--- src/rtl/rf_wb_arbiter_if.sv ---
// Writeback/scoreboard bus between the execute/memory stages and the RF write-port arbiter.
// The slave side is the arbiter. The master side is the pipeline that drives it.
interface rf_wb_arbiter_if #(
    parameter int AWL = 6,
    parameter int DWL = 32
);
    logic           WB0_VALID;
    logic [AWL-2:0] WB0_ADDR;
    logic [DWL-1:0] WB0_DATA;
    logic           WB0_READY;
    logic           WB1_VALID;
    logic [AWL-2:0] WB1_ADDR;
    logic [DWL-1:0] WB1_DATA;
    logic           WB1_READY;
    logic           ALLOC_EN;
    logic [AWL-2:0] ALLOC_ADDR;
    logic [AWL-2:0] RA1;
    logic [AWL-2:0] RA2;
    logic           HAZ1;
    logic           HAZ2;
    logic           RFWE;
    logic [AWL-2:0] RFWA;
    logic [DWL-1:0] RFWD;
    logic           ERR;

    modport slave (
        input  WB0_VALID, WB0_ADDR, WB0_DATA, WB1_VALID, WB1_ADDR, WB1_DATA,
        input  ALLOC_EN, ALLOC_ADDR, RA1, RA2,
        output WB0_READY, WB1_READY, HAZ1, HAZ2, RFWE, RFWA, RFWD, ERR
    );

    modport master (
        output WB0_VALID, WB0_ADDR, WB0_DATA, WB1_VALID, WB1_ADDR, WB1_DATA,
        output ALLOC_EN, ALLOC_ADDR, RA1, RA2,
        input  WB0_READY, WB1_READY, HAZ1, HAZ2, RFWE, RFWA, RFWD, ERR
    );
endinterface

--- src/rtl/rf_wb_arbiter.sv ---
// Round-robin arbiter for the single RF write port. It has a registered write drive and
// a per-register pending-write scoreboard that the decode stage uses for RAW hazard detection.
module rf_wb_arbiter #(
    parameter int AWL  = 6,
    parameter int DWL  = 32,
    parameter int NREG = 2**(AWL-1)
) (
    input  logic CLK,
    input  logic RST,
    rf_wb_arbiter_if.slave bus
);
    localparam int AW = AWL - 1;

    // ptr_reg = 0 favours WB0, ptr_reg = 1 favours WB1.
    logic           ptr_reg;
    logic           grant0;
    logic           grant1;
    logic           rfwe_reg;
    logic [AW-1:0]  rfwa_reg;
    logic [DWL-1:0] rfwd_reg;
    logic           err_reg;

    logic [NREG-1:0][1:0] cnt_reg;
    logic [NREG-1:0][1:0] cnt_next;
    logic [NREG-1:0]      bad_vec;

    // Grants depend only on the VALID inputs and the pointer. They never depend on ADDR or DATA.
    always_comb begin
        grant0 = 1'b0;
        grant1 = 1'b0;
        if (!RST) begin
            grant0 = bus.WB0_VALID && (!bus.WB1_VALID || !ptr_reg);
            grant1 = bus.WB1_VALID && (!bus.WB0_VALID ||  ptr_reg);
        end
    end

    assign bus.WB0_READY = grant0;
    assign bus.WB1_READY = grant1;

    always_ff @(posedge CLK) begin
        if (RST) begin
            ptr_reg  <= 1'b0;
            rfwe_reg <= 1'b0;
            rfwa_reg <= '0;
            rfwd_reg <= '0;
        end else begin
            rfwe_reg <= grant0 || grant1;
            if (grant0) begin
                ptr_reg  <= 1'b1;
                rfwa_reg <= bus.WB0_ADDR;
                rfwd_reg <= bus.WB0_DATA;
            end else if (grant1) begin
                ptr_reg  <= 1'b0;
                rfwa_reg <= bus.WB1_ADDR;
                rfwd_reg <= bus.WB1_DATA;
            end
        end
    end

    assign bus.RFWE = rfwe_reg;
    assign bus.RFWA = rfwa_reg;
    assign bus.RFWD = rfwd_reg;

    // Per-register saturating counter. An alloc and a commit at the same edge cancel out.
    generate
        for (genvar gi = 0; gi < NREG; gi++) begin : g_cnt
            logic       inc;
            logic       dec;
            logic [1:0] cnt_nx;
            logic       bad;

            assign inc = bus.ALLOC_EN && (bus.ALLOC_ADDR == AW'(gi));
            assign dec = rfwe_reg && (rfwa_reg == AW'(gi));

            always_comb begin
                cnt_nx = cnt_reg[gi];
                bad    = 1'b0;
                if (inc && !dec) begin
                    if (cnt_reg[gi] == 2'd3) bad = 1'b1;
                    else                     cnt_nx = cnt_reg[gi] + 2'd1;
                end else if (dec && !inc) begin
                    if (cnt_reg[gi] == 2'd0) bad = 1'b1;
                    else                     cnt_nx = cnt_reg[gi] - 2'd1;
                end
            end

            assign cnt_next[gi] = cnt_nx;
            assign bad_vec[gi]  = bad;
        end
    endgenerate

    always_ff @(posedge CLK) begin
        if (RST) begin
            cnt_reg <= '0;
            err_reg <= 1'b0;
        end else begin
            cnt_reg <= cnt_next;
            err_reg <= err_reg || (|bad_vec);
        end
    end

    assign bus.ERR = err_reg;

    // HAZ reads the pre-commit count, so it stays high through the commit cycle.
    assign bus.HAZ1 = (cnt_reg[bus.RA1] != 2'd0);
    assign bus.HAZ2 = (cnt_reg[bus.RA2] != 2'd0);
endmodule

--- src/flat_wrapper.sv ---
// flat-port wrapper written by rule: the top's interface ports become plain ports
module rf_wb_arbiter_flat 
#(
    parameter int AWL  = 6,
    parameter int DWL  = 32,
    parameter int NREG = 2**(AWL-1)
)
  (CLK, RST, bus_WB0_VALID, bus_WB0_ADDR, bus_WB0_DATA, bus_WB1_VALID, bus_WB1_ADDR, bus_WB1_DATA, bus_ALLOC_EN, bus_ALLOC_ADDR, bus_RA1, bus_RA2, bus_WB0_READY, bus_WB1_READY, bus_HAZ1, bus_HAZ2, bus_RFWE, bus_RFWA, bus_RFWD, bus_ERR);
  rf_wb_arbiter_if #(.AWL(AWL), .DWL(DWL)) bus_i ();
  input  logic CLK;
  input  logic RST;
  input wire logic [$bits(bus_i.WB0_VALID)-1:0] bus_WB0_VALID;
  input wire logic [$bits(bus_i.WB0_ADDR)-1:0] bus_WB0_ADDR;
  input wire logic [$bits(bus_i.WB0_DATA)-1:0] bus_WB0_DATA;
  input wire logic [$bits(bus_i.WB1_VALID)-1:0] bus_WB1_VALID;
  input wire logic [$bits(bus_i.WB1_ADDR)-1:0] bus_WB1_ADDR;
  input wire logic [$bits(bus_i.WB1_DATA)-1:0] bus_WB1_DATA;
  input wire logic [$bits(bus_i.ALLOC_EN)-1:0] bus_ALLOC_EN;
  input wire logic [$bits(bus_i.ALLOC_ADDR)-1:0] bus_ALLOC_ADDR;
  input wire logic [$bits(bus_i.RA1)-1:0] bus_RA1;
  input wire logic [$bits(bus_i.RA2)-1:0] bus_RA2;
  output wire logic [$bits(bus_i.WB0_READY)-1:0] bus_WB0_READY;
  output wire logic [$bits(bus_i.WB1_READY)-1:0] bus_WB1_READY;
  output wire logic [$bits(bus_i.HAZ1)-1:0] bus_HAZ1;
  output wire logic [$bits(bus_i.HAZ2)-1:0] bus_HAZ2;
  output wire logic [$bits(bus_i.RFWE)-1:0] bus_RFWE;
  output wire logic [$bits(bus_i.RFWA)-1:0] bus_RFWA;
  output wire logic [$bits(bus_i.RFWD)-1:0] bus_RFWD;
  output wire logic [$bits(bus_i.ERR)-1:0] bus_ERR;
  assign bus_i.WB0_VALID = bus_WB0_VALID;
  assign bus_i.WB0_ADDR = bus_WB0_ADDR;
  assign bus_i.WB0_DATA = bus_WB0_DATA;
  assign bus_i.WB1_VALID = bus_WB1_VALID;
  assign bus_i.WB1_ADDR = bus_WB1_ADDR;
  assign bus_i.WB1_DATA = bus_WB1_DATA;
  assign bus_i.ALLOC_EN = bus_ALLOC_EN;
  assign bus_i.ALLOC_ADDR = bus_ALLOC_ADDR;
  assign bus_i.RA1 = bus_RA1;
  assign bus_i.RA2 = bus_RA2;
  assign bus_WB0_READY = bus_i.WB0_READY;
  assign bus_WB1_READY = bus_i.WB1_READY;
  assign bus_HAZ1 = bus_i.HAZ1;
  assign bus_HAZ2 = bus_i.HAZ2;
  assign bus_RFWE = bus_i.RFWE;
  assign bus_RFWA = bus_i.RFWA;
  assign bus_RFWD = bus_i.RFWD;
  assign bus_ERR = bus_i.ERR;
  rf_wb_arbiter #(.AWL(AWL), .DWL(DWL), .NREG(NREG)) u_core (.CLK(CLK), .RST(RST), .bus(bus_i));
endmodule
--- config.mk ---
export PLATFORM = sky130hd
export DESIGN_NAME = rf_wb_arbiter_flat
export DESIGN_NICKNAME = d
export VERILOG_FILES = /design/src/rtl/rf_wb_arbiter_if.sv /design/src/rtl/rf_wb_arbiter.sv /design/src/flat_wrapper.sv
export SDC_FILE = /design/constraint.sdc
export NUM_CORES = 1
export LEC_CHECK = 0
export CAP_MARGIN = 20
export CORE_MARGIN = 2
export CORE_UTILIZATION = 50
export DETAILED_ROUTE_END_ITERATION = 10
export DONT_BUFFER_PORTS = 1
export PLACE_DENSITY = 0.76
export SYNTH_ARGS = -nofsm -noshare
export SYNTH_HDL_FRONTEND = slang
export SYNTH_SLANG_ARGS = --single-unit
--- constraint.sdc ---
create_clock -name CLK -period 4.6 [get_ports CLK]
set_input_delay 0.69 -clock CLK [delete_from_list [all_inputs] [get_ports CLK]]
set_output_delay 0.69 -clock CLK [all_outputs]
set_load 0.005 [all_outputs]
==> run metrics, run 1 <==
GRT Total Usage=between 20% and 30%; CTS Buf Count=9; P_sw=approximately 560 µW; clock share of power=between 40% and 50%; die area=around 14000 µm²; setup bufs post-CTS=0; switching share of power=a little over a quarter; Crit path arrival time=roughly 3 ns; Final Hold Viols=0; syn nets=between 900 and 1000; Async S/R FF share, synth=0%; share of cells above drive strength 1=between 7 and 8%; CP delay by family, top=simple AND/OR/NAND/NOR gates; Antenna Diode Count=0; average wire per standard cell=between 20 and 25 µm; # setup viols final=0; Root Buffer Master=clkbuf_16; Hold Path Class=in -> reg; setup slack, reg-to-reg=between 1.5 and 2 ns; worst hold path cell count=1; Max-slew headroom=between 20% and 30%; Die Height=about 120 µm; delay of the slowest critical-path stage=around 0.64 ns; I/O pin total=about 140; hold_sp=RST; Top FF cell, synth=dfxtp_1; clk sink count=about 100; number of synthesized register bits=roughly 100; CTS Buffer Depth=2; unique cell type count in the Yosys netlist=59; MaxCap Viol Count=0; Fmax=353.3 MHz; CP Capture Type=flop; iteration-0 DRC count of the detailed router=roughly 960; Worst Skew=roughly 0.010 ns; router iterations before antenna repair=6; H-Tree Depth=3; Clk pin slew, worst setup/hold paths=around 0.08 ns; Power Total=2.076 mW; routed wire length=~21000 µm; Avg Cell Area, Syn=7.957 µm²; final hold slack=a little under 0.4 ns; CTS tree=built; vias in the first global route=5715; drt via density=between 6 and 7; Detail Route Antenna Nets=0; Critical-path top delay cell=dfxtp_1; TNS Setup=0 ns; HPWL after detailed placement=14760 µm; sequential-to-total area share from yosys stat=30.75%; total grt overflow=0; Logic pwr share=a little over 10%; Peak VDD IR=approximately 200 µV; WP buf/inv=0; Cell Area, Placed=about 6800 µm²; Vias=roughly 6500; worst-path fanout max=15; Crit. path cell count=6; sequential share of power=47.2%; Final min period=2.831 ns; initial antenna violation count=0; Synthesis Warnings=0; Starting Density=approximately half; Finished Cell Area=just over 7000 µm²; Min-Delay Endpoint=u_core.bus.RFWD[31]; Syn Inst Count=roughly 850; CP startpoint kind=flop; fin crit share=61.54%; IO buf count=0; worst-margin pin slew=around 1.1 ns; kind of critical path=reg -> reg; global-route wire length before repair=approximately 32000 µm; largest net degree at the start of global routing=between 100 and 150; status=finished, final reports clean; RSZ-0062 raised after global routing=false; Die Wd=between 100 and 150 µm; CTS Hold Bufs=0; GPL Wtd Cong=roughly 1.1; Synth-to-Final Area Change=5.229%; Post-synth EDFFs=0; reg2reg start=u_core.bus.RFWA[1]; nets=between 900 and 1000; internal power=1.513 mW; Pleak=around 2.4 nW; core area=13240 µm²; worst skew pair latency=about 0.37 ns; Largest register FFs=64; Pwr Density=291.3 nW/µm²; RR Endpoint=u_core.bus.ERR; mapped cell area=approximately 6800 µm²; Row Count=42; Reg2Reg Depth=6; post_cts resized=0; CP required=just under 5 ns; drt drc=0; Cell Chain, Critical Path=nand4_1, o211ai_1, o32ai_1, or4_1, nor4_2, a41oi_1; final number of max-transition violations=0
[cell usage after synthesis (3+ instances only)]
cell / number / area [µm²]
mux4_2: 20 / 450.4
nand4b_1: 5 / 43.79
buf_1: 5 / 18.77
or2_2: 11 / 68.82
inv_1: 31 / 116.4
o21a_1: 7 / 52.55
o22ai_1: 3 / 18.77
nand4bb_1: 6 / 67.56
nand2b_1: 5 / 31.28
and2_1: 7 / 43.79
o2111ai_1: 6 / 52.55
o32ai_1: 3 / 26.28
and4b_1: 5 / 50.05
nand4_1: 5 / 31.28
a211oi_1: 72 / 540.5
a2111o_1: 4 / 45.04
nand2_1: 82 / 307.8
a22oi_1: 4 / 30.03
o211ai_1: 27 / 202.7
a221oi_1: 3 / 26.28
o21ai_0: 76 / 380.4
nand3_1: 29 / 145.1
a2111oi_0: 7 / 61.31
mux2i_1: 41 / 410.4
and4bb_2: 3 / 37.54
dfxtp_1: 104 / 2082
nor2b_1: 5 / 31.28
clkbuf_1: 40 / 150.1
nor2_1: 114 / 427.9
o2111a_1: 6 / 67.56
buf_2: 12 / 60.06
nor3_1: 6 / 30.03
a31oi_1: 4 / 25.02
a21oi_1: 50 / 250.2
a211o_1: 5 / 43.79
or3_1: 4 / 25.02
[stage by stage]
step	util, %	setup slack (ns)	instances
after floorplan	-	1.627	851
after CTS	53.81	1.775	988
after global placement	51.25	1.862	972
after detailed placement	51.25	1.844	972
final	53.81	1.769	988
after global routing	53.81	1.561	988
[worst max path at each step]
| stage | start | end | slack (ns) |
|---|---|---|---|
| final | u_core.bus.RFWA[1] | u_core.bus.ERR | 1.77 |
| after floorplan | bus_RA1[3] | bus_HAZ1 | 1.63 |
| after CTS | u_core.cnt_reg[50] | bus_HAZ1 | 1.77 |
| after global routing | u_core.bus.RFWA[3] | u_core.bus.ERR | 1.56 |
| after global placement | bus_ALLOC_ADDR[0] | u_core.bus.ERR | 1.86 |
| after detailed placement | u_core.bus.RFWA[1] | u_core.bus.ERR | 1.84 |
[power by group through the flow]
stage               sequential [mW]  clock [mW]  combinational [mW]
floorplan                     0.980           0               0.200
global placement              0.999           0               0.203
detailed placement             1.00           0               0.206
CTS                           0.980       0.898               0.207
global route                  0.986       0.936               0.227
finish                        0.980       0.883               0.212
[metal layers]
metal	routed length (µm)	GRT usage, %	vias to the layer above
met5	0	0	-
li1	-	-	3121
met2	8889	39.76	355
met1	8571	38.04	2995
met3	1962	7.594	74
met4	1089	16.57	0
[placed cells by master (no fill, tap or decap), drive strengths merged, types with 7 or more instances in the layout]
| cell | instances |
|---|---|
| nor2 | 114 |
| or2 | 11 |
| nand2 | 82 |
| o21a | 7 |
| o21ai | 77 |
| a2111oi | 7 |
| a211oi | 72 |
| dfxtp | 104 |
| o211ai | 28 |
| mux4 | 20 |
| nand3 | 29 |
| a21oi | 50 |
| clkbuf | 9 |
| inv | 34 |
| and2 | 7 |
| mux2i | 41 |
[area by class of cell]
cell class                 count  area (µm²)
sequential                   104        2082
multi-input combinational    655        4323
inverter                      31       116.4
clock inverter                 7       113.9
tap                          176       220.2
fill                        1259        6117
clock buffer                   9       225.2
timing repair buffer           6       45.04
[worst register-to-register path, stage by stage, from the launching register on]
cell      delay, ns
dfxtp_1        0.64
nand4_1        0.61
o211ai_1       0.53
o32ai_1        0.12
or4_1          0.52
nor4_2         0.14
a41oi_1        0.12
[logic make-up (layout without fill, tap and decap cells)]
family          after synthesis  count (layout)  synth area share (%)
simple gates                300             300                 21.77
compound gates              293             293                 29.03
flops                       104             104                 30.75
buf+inv                      92              53                 5.617
mux                          61              61                 12.71
xor+xnor                      1               1                0.1294
(Power assumes the default switching activity.)
==> run 2, diff against run 1 <==
Settings changed: PLACE_DENSITY 0.76 to 0.79.
Clock period 4.6 ns to 2.5 ns, I/O delays scaled along.
==> run metrics, run 2 (synthesis results as in run 1) <==
status=finished, final reports clean; P_sw=~970 µW; grt met1 use=between 30% and 40%; Critical-path top delay cell=mux4_2; Fmax=~410 MHz; kind of critical path=reg -> out; # setup viols final=0; final number of max-transition violations=0; busiest grt layer=met2; Starting Density=between 50% and 60%; CTS Hold Bufs=0; Antenna Diode Count=0; nets=~950; CTS Buf Count=9; global-route wire length before repair=32990 µm; RSZ-0062 raised after global routing=false; total grt overflow=0; switching share of power=around a quarter; drt via density=6.505; Die Wd=120.4 µm; worst-path fanout max=5; routed wire length=~21000 µm; Pleak=roughly 2.6 nW; Crit path arrival time=between 2 and 2.5 ns; WP buf/inv=0; Post-Layout Cell Count=roughly 1000; Die Height=between 100 and 150 µm; Pwr Density=between 400 and 500 nW/µm²; most common cell after layout, fill and taps aside=nor2_1; CP startpoint kind=flop; Root Buffer Master=clkbuf_16; MaxCap Viol Count=0; average wire per standard cell=20.35 µm; H-Tree Depth=3; Finished Core Util=a little under three fifths; worst skew pair latency=roughly 0.35 ns; Peak VDD IR=approximately 360 µV; Vias=6720; Synth-to-Final Area Change=10.48%; GPL Wtd Cong=just over 1; CTS tree=built; I/O pin total=approximately 140; core area=13240 µm²; Max-slew headroom=about two fifths; drt drc=0; Cell Chain, Critical Path=nor2_1, mux4_2, mux4_2, mux2i_1; GRT Total Usage=between 20% and 30%; Inst Count DP=between 1000 and 1500; Power Total=between 3 and 4 mW; fill count=approximately 1300; CP required=around 2.1 ns; Worst Skew=a little under 0.007 ns; Row Count=between 40 and 50; CP Capture Type=output port; final hold slack=approximately 0.087 ns; Largest register FFs=64; TNS Setup=0 ns; router iterations before antenna repair=6; Detail Route Antenna Nets=0; Hold Path Class=in -> reg; largest net degree at the start of global routing=106; CP delay by family, top=multiplexers; die area=approximately 14000 µm²; HPWL after detailed placement=between 15000 and 20000 µm; Top cell by count, worst path=mux4_2; share of cells above drive strength 1=between 10% and 20%; clk sink count=104; delay of the slowest critical-path stage=between 0.4 and 0.5 ns; fin crit share=98.15%; IO buf count=0; Clk pin slew, worst setup/hold paths=0.07 ns; vias in the first global route=about 6100; Logic pwr share=about an eighth; CTS Buffer Depth=2; worst-margin pin slew=~0.85 ns; Final min period=between 2 and 2.5 ns; GR Layer Usage met3=8.821%; initial antenna violation count=0; GR Util met2=a little under half; Final Hold Viols=0; internal power=2.686 mW; sequential share of power=around half; most frequent cells in the layout=nor2_1, dfxtp_1, nand2_1, o21ai_0, a211oi_1; clock share of power=between 30% and 40%; iteration-0 DRC count of the detailed router=a little over 800
run 2: power groups by stage:
stage               logic, mW  registers [mW]  clock network (mW)
CTS                     0.452            1.79                1.42
detailed placement      0.450            1.83                   0
finish                  0.462            1.79                1.40
global route            0.494            1.80                1.51
global placement        0.444            1.83                   0
floorplan               0.368            1.80                   0
run 2: metal layers:
metal	share of wire, %	up-vias
met3	8.8	44
met4	3.0	0
met5	0	-
li1	-	3201
met1	42	3196
met2	46	279
run 2: per-stage QoR:
stage / setup WS, ns / area, µm²
global route: 0.0006803 / 7481
floorplan: 0.1569 / 6771
CTS: 0.002411 / 7453
global placement: 0.1679 / 7162
detailed placement: 0.1635 / 7162
finish: 0.04627 / 7481
run 2: what timing repair did:
action,CTS,global route
endpoints found under the setup margin,1,3
setup buffers,0,1
pin swaps,0,1
gates resized for setup,1,16
run 2: layout make-up:
type	count	area (µm²)	area share (%)
Timing Repair Buffer	52	427.9	5.720
Clock buffer	12	266.5	3.562
Tap cell	176	220.2	2.944
Clock inverter	3	23.77	0.3178
Inverter	31	116.4	1.555
Sequential cell	104	2102	28.10
Multi-Input combinational cell	655	4324	57.80
run 2: worst paths after layout:
kind,startpoint,endpoint,slack [ns],cells past startpoint
setup / recovery,u_core.cnt_reg[22],bus_HAZ2,0.05,4
hold / removal,RST,u_core.bus.RFWD[31],0.09,1
setup reg to reg,u_core.bus.RFWA[1],u_core.bus.ERR,0.09,7
hold reg to reg,u_core.cnt_reg[51],u_core.cnt_reg[50],0.48,2
==> run 3, diff against run 2 <==
Settings changed: SETUP_SLACK_MARGIN set to 0.3.
==> run metrics, run 3 (synthesis results as in run 1) <==
GRT Total Usage=a little under a third; I/O pin total=roughly 140; Min-Delay Endpoint=u_core.bus.RFWD[31]; Fmax=about 430 MHz; Final min period=~2.3 ns; Peak VDD IR=~350 µV; CTS Buf Count=9; worst-margin pin slew=about 0.72 ns; # setup viols final=0; RSZ-0062 raised after global routing=true; worst hold path cell count=1; drt via density=6.550; HPWL after detailed placement=around 16000 µm; Pwr Density=approximately 450 nW/µm²; die area=around 14000 µm²; Storage cell area=2262 µm²; share of cells above drive strength 1=between 20% and 30%; Row Count=42; Hold Path Class=in -> reg; Starting Density=between 50% and 60%; Crit path arrival time=1.95 ns; Max-slew headroom=slightly above 50%; status=finished, final reports clean; DP Worst Slack=~0.11 ns; TNS Setup=0 ns; drt drc=0; Worst Slack Setup Final=0.1800 ns; nets=980; setup slack, reg-to-reg=approximately 0.30 ns; CP startpoint kind=flop; Final Hold Viols=0; clk sink count=around 100; MaxCap Viol Count=0; hold_sp=RST; Pleak=about 2.8 nW; Die Height=between 100 and 150 µm; Inst Count DP=about 1000; GPL Wtd Cong=1.065; Die Wd=120.4 µm; most frequent cells in the layout=nor2_1, buf_4, nand2_1, o21ai_0, a211oi_1; CTS tree=built; area of the multi-input gates=approximately 4400 µm²; final number of max-transition violations=0; worst skew pair latency=between 0.3 and 0.4 ns; Power Total=roughly 3.6 mW; iteration-0 DRC count of the detailed router=approximately 710; Vias=6989; Post-Layout Cell Count=1067; kind of critical path=reg -> out; Worst Skew=0.009192 ns; total grt overflow=0; H-Tree Depth=3; CTS Hold Bufs=0; Detail Route Antenna Nets=0; router iterations before antenna repair=5; final hold slack=between 0.07 and 0.08 ns; core area=approximately 13000 µm²; initial antenna violation count=0; reg2reg start=u_core.bus.RFWA[4]; Reg2Reg Depth=7; Clk pin slew, worst setup/hold paths=~0.08 ns; most common cell after layout, fill and taps aside=nor2_1; fin crit share=92.80%; RR Endpoint=u_core.bus.ERR; worst-path fanout max=6; global-route wire length before repair=approximately 35000 µm; Antenna Diode Count=0; CTS Buffer Depth=2; fill count=approximately 1200; Synth-to-Final Area Change=17.54%; routed wire length=around 22000 µm; IO buf count=0; Largest register FFs=64; CP required=2.12 ns; CP Capture Type=output port; largest net degree at the start of global routing=106; Root Buffer Master=clkbuf_16; vias in the first global route=around 6400; average wire per standard cell=approximately 21 µm
## run 3: worst max path at each step
stage	from	to	depth (start not counted)
finish	u_core.cnt_reg[55]	bus_HAZ2	4
global placement	u_core.bus.RFWA[3]	u_core.bus.ERR	8
detailed placement	u_core.bus.RFWA[3]	u_core.bus.ERR	8
CTS	u_core.cnt_reg[50]	bus_HAZ1	4
global route	u_core.cnt_reg[54]	bus_HAZ1	4
floorplan	bus_RA1[3]	bus_HAZ1	4
## run 3: what timing repair did
action	4_1_cts	5_1_grt
cloned	0	0
setup endpoints to repair	3	3
hold endpoints to repair	0	0
buffers inserted	34	5
resized for setup	115	18
pin swaps	1	0
## run 3: per-layer routing
layer  track usage [%]  vias up  wire (µm)
li1                  -     3273          -
met5                 0        -          0
met1             40.76     3292       9288
met2             46.50      349       9769
met3             6.415       75       1947
met4             16.13        0       1010
## run 3: cell type report
class / count / share of cell area (%)
repair buffers: 85 / 8.489
flip-flops and latches: 104 / 28.42
well taps: 176 / 2.767
multi-input cells: 655 / 55.31
inverters: 31 / 1.462
clock buffers: 11 / 3.050
clock inverters: 5 / 0.5031
## run 3: power by group
part	leakage, nW	internal (mW)	switching [mW]
Sequential	0.893	1.69	0.0769
Combinational	1.79	0.207	0.254
Clock	0.134	0.713	0.676
## run 3: worst max-delay path, stage by stage (launching register included)
cell     delay, ns
dfxtp_2       0.38
nor2_2        0.09
mux4_2        0.46
mux4_2        0.47
mux2i_2       0.19
## run 3: stage by stage
step / cell area (µm²) / util, %
2_1_floorplan: 6774 / -
3_3_place_gp: 7124 / 53.80
3_5_place_dp: 7124 / 53.80
4_1_cts: 7873 / 59.45
5_1_grt: 7959 / 60.10
6_report: 7959 / 60.10
